$ cat src/rtl/fpu_addsub_pkg.sv
// Shared types and constants for the sequential FPU adder-subtractor.
package fpu_addsub_pkg;

  typedef enum logic [1:0] {IDLE, BUSY, DONE} state_e;

  localparam logic OP_ADD = 1'b0;
  localparam logic OP_SUB = 1'b1;

  localparam int EXP_W    = 8;
  localparam int EXP_W_DP = 11;

endpackage

$ cat src/rtl/addsub_chunk.sv
// CHUNK-bit ripple adder cell; b arrives already inverted for subtract.
module addsub_chunk #(
  parameter int CHUNK = 4
) (
  input  logic [CHUNK-1:0] a,
  input  logic [CHUNK-1:0] b,
  input  logic             cin,
  output logic [CHUNK-1:0] sum,
  output logic             cout,
  output logic             c_msb_in
);
  logic [CHUNK:0] c;

  assign c[0] = cin;
  for (genvar i = 0; i < CHUNK; i++) begin : g_bit
    assign sum[i]  = a[i] ^ b[i] ^ c[i];
    assign c[i+1]  = (a[i] & b[i]) | (a[i] & c[i]) | (b[i] & c[i]);
  end

  assign cout     = c[CHUNK];
  assign c_msb_in = c[CHUNK-1];
endmodule

$ cat src/rtl/addsub_seq_n.sv
// Multi-cycle adder-subtractor, CHUNK bits per clock, valid/ready on both sides.
// Define ADDSUB_SAT_EN to saturate the result on signed overflow.
module addsub_seq_n
  import fpu_addsub_pkg::*;
#(
  parameter int WIDTH = 8,
  parameter int CHUNK = 4
) (
  input  logic             clk,
  input  logic             rst,
  input  logic             in_valid,
  output logic             in_ready,
  input  logic [WIDTH-1:0] in_a,
  input  logic [WIDTH-1:0] in_b,
  input  logic             in_op,
  output logic             out_valid,
  input  logic             out_ready,
  output logic [WIDTH-1:0] out_result,
  output logic             out_cout,
  output logic             out_ovf,
  output logic             out_zero,
  output logic             out_neg
);
  localparam int N     = WIDTH / CHUNK;
  localparam int IDX_W = (N > 1) ? $clog2(N) : 1;
  localparam logic [IDX_W-1:0] LAST = IDX_W'(N - 1);

  state_e                    state_q;
  logic [N-1:0][CHUNK-1:0]   a_q, b_q, res_q, res_d;
  logic                      carry_q;
  logic [IDX_W-1:0]          idx_q;

  logic [CHUNK-1:0] sum_c;
  logic             cout_c, cmsb_c, ovf_c, a_msb;

  addsub_chunk #(.CHUNK(CHUNK)) u_chunk (
    .a        (a_q[idx_q]),
    .b        (b_q[idx_q]),
    .cin      (carry_q),
    .sum      (sum_c),
    .cout     (cout_c),
    .c_msb_in (cmsb_c)
  );

  assign a_msb    = a_q[N-1][CHUNK-1];
  assign ovf_c    = cmsb_c ^ cout_c;  // meaningful only on the last chunk
  assign in_ready = (state_q == IDLE) && !rst;

  always_comb begin
    res_d        = res_q;
    res_d[idx_q] = sum_c;
`ifdef ADDSUB_SAT_EN
    if (idx_q == LAST && ovf_c)
      res_d = {a_msb, {(WIDTH-1){~a_msb}}};
`endif
  end

  always_ff @(posedge clk) begin
    if (rst) begin
      state_q    <= IDLE;
      a_q        <= '0;
      b_q        <= '0;
      res_q      <= '0;
      carry_q    <= 1'b0;
      idx_q      <= '0;
      out_valid  <= 1'b0;
      out_result <= '0;
      out_cout   <= 1'b0;
      out_ovf    <= 1'b0;
      out_zero   <= 1'b0;
      out_neg    <= 1'b0;
    end else begin
      case (state_q)
        IDLE: if (in_valid) begin
          a_q     <= in_a;
          b_q     <= in_b ^ {WIDTH{in_op}};
          carry_q <= in_op;
          idx_q   <= '0;
          state_q <= BUSY;
        end
        BUSY: begin
          res_q   <= res_d;
          carry_q <= cout_c;
          idx_q   <= idx_q + 1'b1;
          if (idx_q == LAST) begin
            out_result <= res_d;
            out_cout   <= cout_c;
            out_ovf    <= ovf_c;
            out_zero   <= (res_d == '0);
            out_neg    <= res_d[N-1][CHUNK-1];
            out_valid  <= 1'b1;
            state_q    <= DONE;
          end
        end
        DONE: if (out_ready) begin
          out_valid <= 1'b0;
          state_q   <= IDLE;
        end
        default: state_q <= IDLE;
      endcase
    end
  end
endmodule

$ cat config.mk
export PLATFORM = sky130hd
export DESIGN_NAME = addsub_seq_n
export DESIGN_NICKNAME = d
export VERILOG_FILES = /design/src/rtl/fpu_addsub_pkg.sv /design/src/rtl/addsub_chunk.sv /design/src/rtl/addsub_seq_n.sv
export SDC_FILE = /design/constraint.sdc
export NUM_CORES = 1
export LEC_CHECK = 0
export CORE_MARGIN = 2
export CORE_UTILIZATION = 45
export DETAILED_ROUTE_END_ITERATION = 12
export PLACE_DENSITY_LB_ADDON = 0.25
export SYNTH_ARGS = -nofsm -noshare
export SYNTH_HDL_FRONTEND = slang
export SYNTH_SLANG_ARGS = --single-unit
$ cat constraint.sdc
create_clock -name clk -period 7.66 [get_ports clk]
set_clock_uncertainty 0.05 [all_clocks]
set_input_delay 0.766 -clock clk [delete_from_list [all_inputs] [get_ports clk]]
set_output_delay 0.766 -clock clk [all_outputs]
set_load 0.1 [all_outputs]
Word-level counts from Yosys, hierarchy flattened. Cells that the tools add are included.

$add $sub $neg: 1. $lt $le $gt $ge: 2. Equality and inequality tests: 5. Mux-type cells: 18. Bitwise gates (word level): 30. Reduce and logical (&&, ||, !) cells: 12.

Operator list (count): 4-bit two-way mux (5); 1-bit AND (12); 1-bit XOR (9); 8-bit bitwise mux (1); 8-bit logical NOT (1); 1-bit bitwise OR (8); 8-bit XOR (1); 2-bit two-way mux (3); 2-bit != test (second input constant) (3); 1-bit case mux with 2 select lines (3); 2-bit case mux with 3 select lines (1); 2-bit AND reduction (3); 3-bit AND reduction (2); 4-bit demux with 1-bit select (1); 1-bit two-way mux (4); 2-bit nonzero test (2); 2-bit by 1-bit == test with 1-bit output (second input constant) (1); 2-bit == test (second input constant) (1); 1-bit logical AND (2); 2-bit logical NOT (1); 1-bit by 2-bit < comparator with 1-bit output (second input constant) (1); 1-bit adder (second input constant) (1); 1-bit >= comparator (second input constant) (1); 1-bit logical NOT (1).

Register bits after elaboration: 41. Input port bits: 21. Logic and storage cells: 83.

Depth between registers and ports, before layout. Gate-level depths: netlist of the first run.

Word-level depth: 15. Gate-level depth with buffers: 10. Mapped depth without buffers: 9.

By module. A second synthesis of the first run with hierarchy kept.

Cells, all modules: 180. Area, all modules: 1700.4 µm².

By module, submodules not included: addsub_seq_n (times used 1, cells an instance 166, area an instance 1582.8 µm², seq. area each 720.7 µm²); addsub_chunk (times used 1, cells an instance 14, area an instance 117.6 µm², seq. area each 0.0 µm²).

Worst setup path before layout of the first run. OpenSTA, ideal clock, no wires.

Path kind: in2out. Start: input port rst. End: output port in_ready. Data arrival time: 3.092 ns. Data required time: 6.844 ns. Slack: 3.752 ns. Stages on the path: 3. Path buffers: 2. Path through: clkbuf_1 -> clkbuf_1 -> nor3_1.

Longest elaborated chain between the ends: 2.

RTL lines: start, declared (RTL line addsub_seq_n.sv:10) `input logic rst,`; 1-bit logical NOT (RTL line addsub_seq_n.sv:47) `assign in_ready = (state_q == IDLE) && !rst;`; 1-bit logical AND (RTL line addsub_seq_n.sv:47); end, declared (RTL line addsub_seq_n.sv:12) `output logic in_ready,`.

Every way passes these cells.

Worst setup path in the final report of the first run. Ends and elaborated chain as after synthesis.

==> impl_results.md, run 1 <==
* Pleak at 0.0007177 uW
* RSZ-0062 raised after global routing: false
* Share of post-route cells with drive strength above 1 at 9.091%
* Nets at 233
* Vias per inst at 5.063
* Via Count at 1,291
* Register area at 720.7 um2
* Row cnt at 21
* Seq/Total Area, Yosys at 44.00%
* Highest metal used: met4
* CP max stage delay at 1150 ps
* Mean post-synth cell area at 9.049 um2
* Hold Crit Start: out_result[4]
* Hold Buf Count CTS at 0
* DRC viols at 0
* Multi-input gate area at 820.8 um2
* Drt pass-1 iters at 4
* DRT Wirelength at 3.152 mm
* Number of max-cap violations at 0
* GRT overflow at 0
* Slew Limit Headroom at 34.91%
* Commonest non-fill, non-tap cell in the layout: dfxtp_1
* Setup violators final at 0
* Required time of the critical path at 6840 ps
* HPWL after DPL at 2.281 mm
* Final non-filler cell area at 0.002019 mm2
* Core area at 0.003416 mm2
* Worst-margin pin slew at 973.4 ps
* Critical-path top delay cell: clkdlybuf4s50_1
* R2R setup slack at 4230 ps
* Antenna Nets Post-Route at 0
* HP Class: reg2reg
* Clock root buffer: clkbuf_4
* Yosys Warn Count at 0
* Total global-route track usage at 16.80%
* Met3 wire length at 133 um
* Reg2reg start: idx_q
* Tmin final at 3562 ps
* First-pass GRT wire length at 5.382 mm
* Avg WL per Cell at 12.36 um
* GP Congestion at 0.7892
* CP Launch Type: primary input
* Final period utilization at 46.51%
* CP Max Fanout at 38
* TritonCTS clock tree: yes
* Crit path DAT at 2750 ps
* Metal2 WL at 1.625 mm
* Area grow syn2layout at 23.30%
* Die width at 64.33 um
* H-tree depth at 2
* Antenna cells at 0
* Sink Count at 36
* Die H at 64.33 um
* Clk slew on worst S/H paths at 100 ps
* Cell mode on critical path: clkdlybuf4s50_1
* Slew Limit Fails at 0
* Met1 wire length at 1.359 mm
* I/O Pins at 35
* Post_cts resized at 0
* Clock tree buffer depth at 2
* Vias in the first global route at 1,200
* Initial antenna violation count at 0
* Post-CTS setup buffers at 0
* Final Hold Viols at 0
* Worst setup EP type: primary output
* Power per Cell Area at 198.0 mW/mm2
* Maximum VDD drop at 0.00009692 V
* Fillers at 311
* Iteration-0 DRC Markers at 49
* Mapped Cells at 181
* Cell Area, Synth at 0.001638 mm2
* Crit Path Class: in2out
* Hold Path End: out_result[4]
* Most frequent cells in the layout: 36 x dfxtp_1, 34 x nand2_1, 34 x clkdlybuf4s50_1
* Status: finished, final reports clean
* Pin count of the biggest net entering global routing at 39
* Setup TNS at 0 ps
* Port buffer count at 34
* Mapped Nets at 206
* Worst skew pair latency at 330 ps
* R2R cell count at 9
* Synth cell types at 27
* Placed cell areas at 0.001958 mm2
* Reg2reg end: out_zero
* Die ar. at 0.004138 mm2
* Synth Register Bits at 36
* CP Cell Sequence: clkdlybuf4s50_1 -> buf_4 -> nor3_1 -> clkdlybuf4s50_1
* Hold Path Cell Cnt at 2
* TritonCTS Buffers at 5
* F_max at 280.7 MHz
* Initial core utilization at 47.95%
==> through the flow <==
stage | hold WS, ps | setup slack, ps | cells | power [uW] | utilization [%]
after floorplan | 382.9 | 3752 | 181 | 277.1 | -
after global placement | 391.3 | 4111 | 247 | 297.6 | 57.33
after detailed placement | 397.0 | 4100 | 247 | 300.8 | 57.33
after CTS | 411.2 | 4091 | 255 | 404.3 | 59.12
after global routing | 435.2 | 4045 | 255 | 424.4 | 59.12
final | 410.7 | 4098 | 255 | 399.8 | 59.12
==> layer usage <==
layer	track usage [%]	vias up
met1	19.54	593
met5	0	-
met4	6.383	0
li1	-	660
met3	4.754	4
met2	29.17	34
==> power by group <==
| part | switching (uW) | internal, uW | leakage [uW] |
|---|---|---|---|
| combinational | 47.6 | 38.5 | 0.000385 |
| sequential | 11.0 | 199 | 0.000294 |
| clock | 59.9 | 43.7 | 0.0000380 |
==> synthesized netlist by cell type <==
master     n  share of area, %
dfxtp_1   36                44
nand2_1   34               7.8
a21oi_1   22               6.7
nor2_1    17               3.9
a211oi_1  10               4.6
xnor2_1    9               4.8
mux2_2     6               4.1
mux2i_1    6               3.7
buf_2      5               1.5
clkbuf_1   5               1.1
buf_4      4               1.8
fa_1       4               4.9
inv_1      3              0.69
nand3b_1   3               1.4
nor3_1     3              0.92
nor3b_4    2               2.3
o21ai_0    2              0.61
and3b_2    1              0.61
buf_6      1              0.69
nand3_1    1              0.31
nor2b_1    1              0.38
nor4b_1    1              0.53
o211a_1    1              0.61
o21a_1     1              0.46
o21bai_1   1              0.46
or3b_1     1              0.53
or3b_2     1              0.53
==> worst max path at each step <==
| stage | start | endpoint | cells after the start |
|---|---|---|---|
| finish | rst | in_ready | 4 |
| global route | rst | in_ready | 4 |
| CTS | rst | in_ready | 4 |
| detailed placement | rst | in_ready | 4 |
| global placement | rst | in_ready | 4 |
| floorplan | rst | in_ready | 3 |
==> state kept, by name, summed over array words and instances (netlist names) <==
signal	count
res_q	4
a_q	7
state_q	2
b_q	8
a_msb	1
out_result	8
idx_q	1
out_cout	1
out_zero	1
out_valid	1
carry_q	1
out_ovf	1
==> cells by family (layout without fill, tap and decap cells) <==
| family | after synthesis | count (layout) | share of synthesized area [%] |
|---|---|---|---|
| AO/OA/AOI/OAI | 37 | 37 | 13.45 |
| adder cells (fa/ha/maj) | 4 | 4 | 4.889 |
| multiplexers | 12 | 12 | 7.792 |
| buffers and inverters | 18 | 46 | 5.882 |
| AND/OR/NAND/NOR | 65 | 65 | 19.17 |
| XOR/XNOR | 9 | 9 | 4.813 |
| flip-flops | 36 | 36 | 44.00 |
==> layout make-up <==
cell class / count / share of cell area, %
clock buffers: 6 / 2.540
clock inverters: 2 / 0.4957
inverters: 3 / 0.5576
multi-input cells: 127 / 40.64
flip-flops and latches: 36 / 35.69
well taps: 46 / 2.850
repair buffers: 35 / 17.22
==> worst max-delay path, delay by kind of cell <==
kind | cells | cell delay, ps
buffers and inverters | 3 | 1800
and+or+nand+nor | 1 | 170
Power figures use the tool's default switching activity.
==> inputs of run 2 (changes only) <==
==> constraint.sdc (replaced) <==
create_clock -name clk -period 2.9 [get_ports clk]
set_clock_uncertainty 0.05 [all_clocks]
set_input_delay 0.29 -clock clk [delete_from_list [all_inputs] [get_ports clk]]
set_output_delay 0.29 -clock clk [all_outputs]
set_load 0.1 [all_outputs]
==> run 2 against run 1 <==
Compared with the run above: power increased to 2.7 times the previous value; cell count increased by 2.4%; die area unchanged; first-iteration DRC count increased by 2.0%; worst setup slack got worse by 4000 ps; non-clock buffer count increased by 6; utilization increased by 0.99 points; flip-flop and latch count unchanged; worst hold slack improved by 2.1 ps; clock-buffer cell count increased by 2; critical path depth increased by 5; critical endpoint is now out_zero; largest cell class unchanged.
==> impl_results.md, run 2 (synthesis results as in run 1) <==
* Slew Limit Headroom at 65.78%
* Vias in the first global route at 1,218
* H-tree depth at 2
* HP Class: reg2reg
* Final period utilization at 96.82%
* Fillers at 307
* Pleak at 0.0007714 uW
* Grt met2 use at 28.91%
* Critical path depth in cells at 9
* Antenna cells at 0
* Clock root buffer: clkbuf_4
* Final non-filler cell area at 0.002053 mm2
* CP Cell Sequence: mux2_2 -> fa_2 -> fa_2 -> fa_2 -> inv_1 -> fa_1 -> nor4b_1 -> nand3_1 -> o21ai_0
* GP Congestion at 0.8210
* R2R cell count at 9
* Final Hold Viols at 0
* Core area at 0.003416 mm2
* Final setup margin at 92.33 ps
* Met1 Track Usage GR at 19.45%
* CP Max Fanout at 3
* Row cnt at 21
* HPWL after DPL at 2.306 mm
* Worst-margin pin slew at 512.5 ps
* Most frequent cells in the layout: 35 x dfxtp_1, 34 x nand2_1, 22 x a21oi_1
* Crit path DAT at 2980 ps
* Drt pass-1 iters at 5
* Antenna Nets Post-Route at 0
* I/O Pins at 35
* TritonCTS clock tree: yes
* Slew Limit Fails at 0
* Tmin final at 2808 ps
* Setup violators final at 0
* Design Power at 1077 uW
* Required time of the critical path at 3070 ps
* GR Util met3 at 4.225%
* Placed cell areas at 0.001967 mm2
* Maximum VDD drop at 0.0002740 V
* GRT overflow at 0
* Hold Path Cell Cnt at 2
* DRC viols at 0
* CP Launch Type: register
* Initial antenna violation count at 0
* Filler-free cell count of the finished design at 261
* First-pass GRT wire length at 5.340 mm
* Clk slew on worst S/H paths at 100 ps
* Worst setup EP type: register
* Number of max-cap violations at 0
* Total global-route track usage at 16.82%
* CP delay by family, top: adder cells
* Global route hottest layer: met2
* Die width at 64.33 um
* TritonCTS Buffers at 5
* Critical-path top delay cell: fa_1
* Worst skew pair latency at 340 ps
* Pre-CTS setup slack at -0.8009 ps
* Avg WL per Cell at 12.30 um
* CP max stage delay at 460 ps
* Area grow syn2layout at 25.36%
* F_max at 356.2 MHz
* Placed Cells at 250
* Pin count of the biggest net entering global routing at 38
* Port buffer count at 34
* Via Count at 1,312
* Sink Count at 36
* Crit Path Class: reg2reg
* Vias per inst at 5.027
* Clock tree buffer depth at 2
* Largest regs: b_q: 8 flops, out_result: 8 flops, a_q: 7 flops
* Iteration-0 DRC Markers at 50
* DRT Wirelength at 3.209 mm
* Die ar. at 0.004138 mm2
* Status: finished, final reports clean
* Die H at 64.33 um
* Share of post-route cells with drive strength above 1 at 19.53%
* Power per Cell Area at 524.4 mW/mm2
* Hold Buf Count CTS at 0
* Cell mode on critical path: fa_2
* Commonest non-fill, non-tap cell in the layout: dfxtp_1
* Initial core utilization at 47.95%
* Setup TNS at 0 ps
* Nets at 239
* Worst Path Buf+Inv at 1
-- run 2: changes by cell type in the layout (fill, tap and decap cells not counted), moves of 2 or more --
cell	before	now
buf_4	1	20
clkdlybuf4s50_1	34	20
clkinv_2	2	0
fa_1	4	1
clkbuf_1	0	2
fa_2	0	3
-- run 2: path summary, 6_finish.rpt --
check	start	to	slack, ps
min reg2reg	a_q[2]	a_q[2]	410
max reg2reg	idx_q	out_zero	90
min	a_q[2]	a_q[2]	410
max	idx_q	out_zero	90
-- run 2: area by class of cell --
| type | instances | area [um2] | share of cell area [%] |
|---|---|---|---|
| sequential | 36 | 721.9 | 35.16 |
| inverter | 3 | 11.26 | 0.5484 |
| multi-input combinational | 127 | 833.3 | 40.58 |
| tap | 46 | 57.56 | 2.803 |
| timing repair buffer | 41 | 370.4 | 18.04 |
| clock buffer | 8 | 58.81 | 2.864 |
-- run 2: what timing repair did --
item | CTS | global route
resized for setup | 1 | 1
buffers inserted | 1 | 2
setup endpoints to repair | 1 | 1
cloned | 0 | 0
pin swaps | 1 | 2
-- run 2: metrics by stage --
| stage | hold slack (ps) | util [%] |
|---|---|---|
| after detailed placement | 397.3 | 57.58 |
| after global routing | 434.0 | 60.11 |
| after CTS | 411.8 | 59.60 |
| after floorplan | 376.0 | - |
| final | 412.8 | 60.11 |
| after global placement | 393.7 | 57.58 |
-- run 2: power by group --
| group | leakage, uW | total [uW] | internal [uW] | switching (uW) |
|---|---|---|---|---|
| sequential | 0.000295 | 550 | 526 | 24.4 |
| clock | 0.0000326 | 274 | 120 | 154 |
| combinational | 0.000444 | 253 | 116 | 137 |
| total | 0.000771 | 1080 | 761 | 315 |
-- run 2: worst reg2reg max path, cell delays in order (launching register included) --
cell     delay (ps)
dfxtp_2         360
mux2_2          350
fa_2            360
fa_2            350
fa_2            360
inv_1            80
fa_1            460
nor4b_1         170
nand3_1          70
o21ai_0          70
-- run 2: metal layers --
layer	vias to the layer above	share of wire, %
li1	671	-
met1	598	43
met2	34	50
met3	9	5.3
met4	0	2.0
met5	-	0
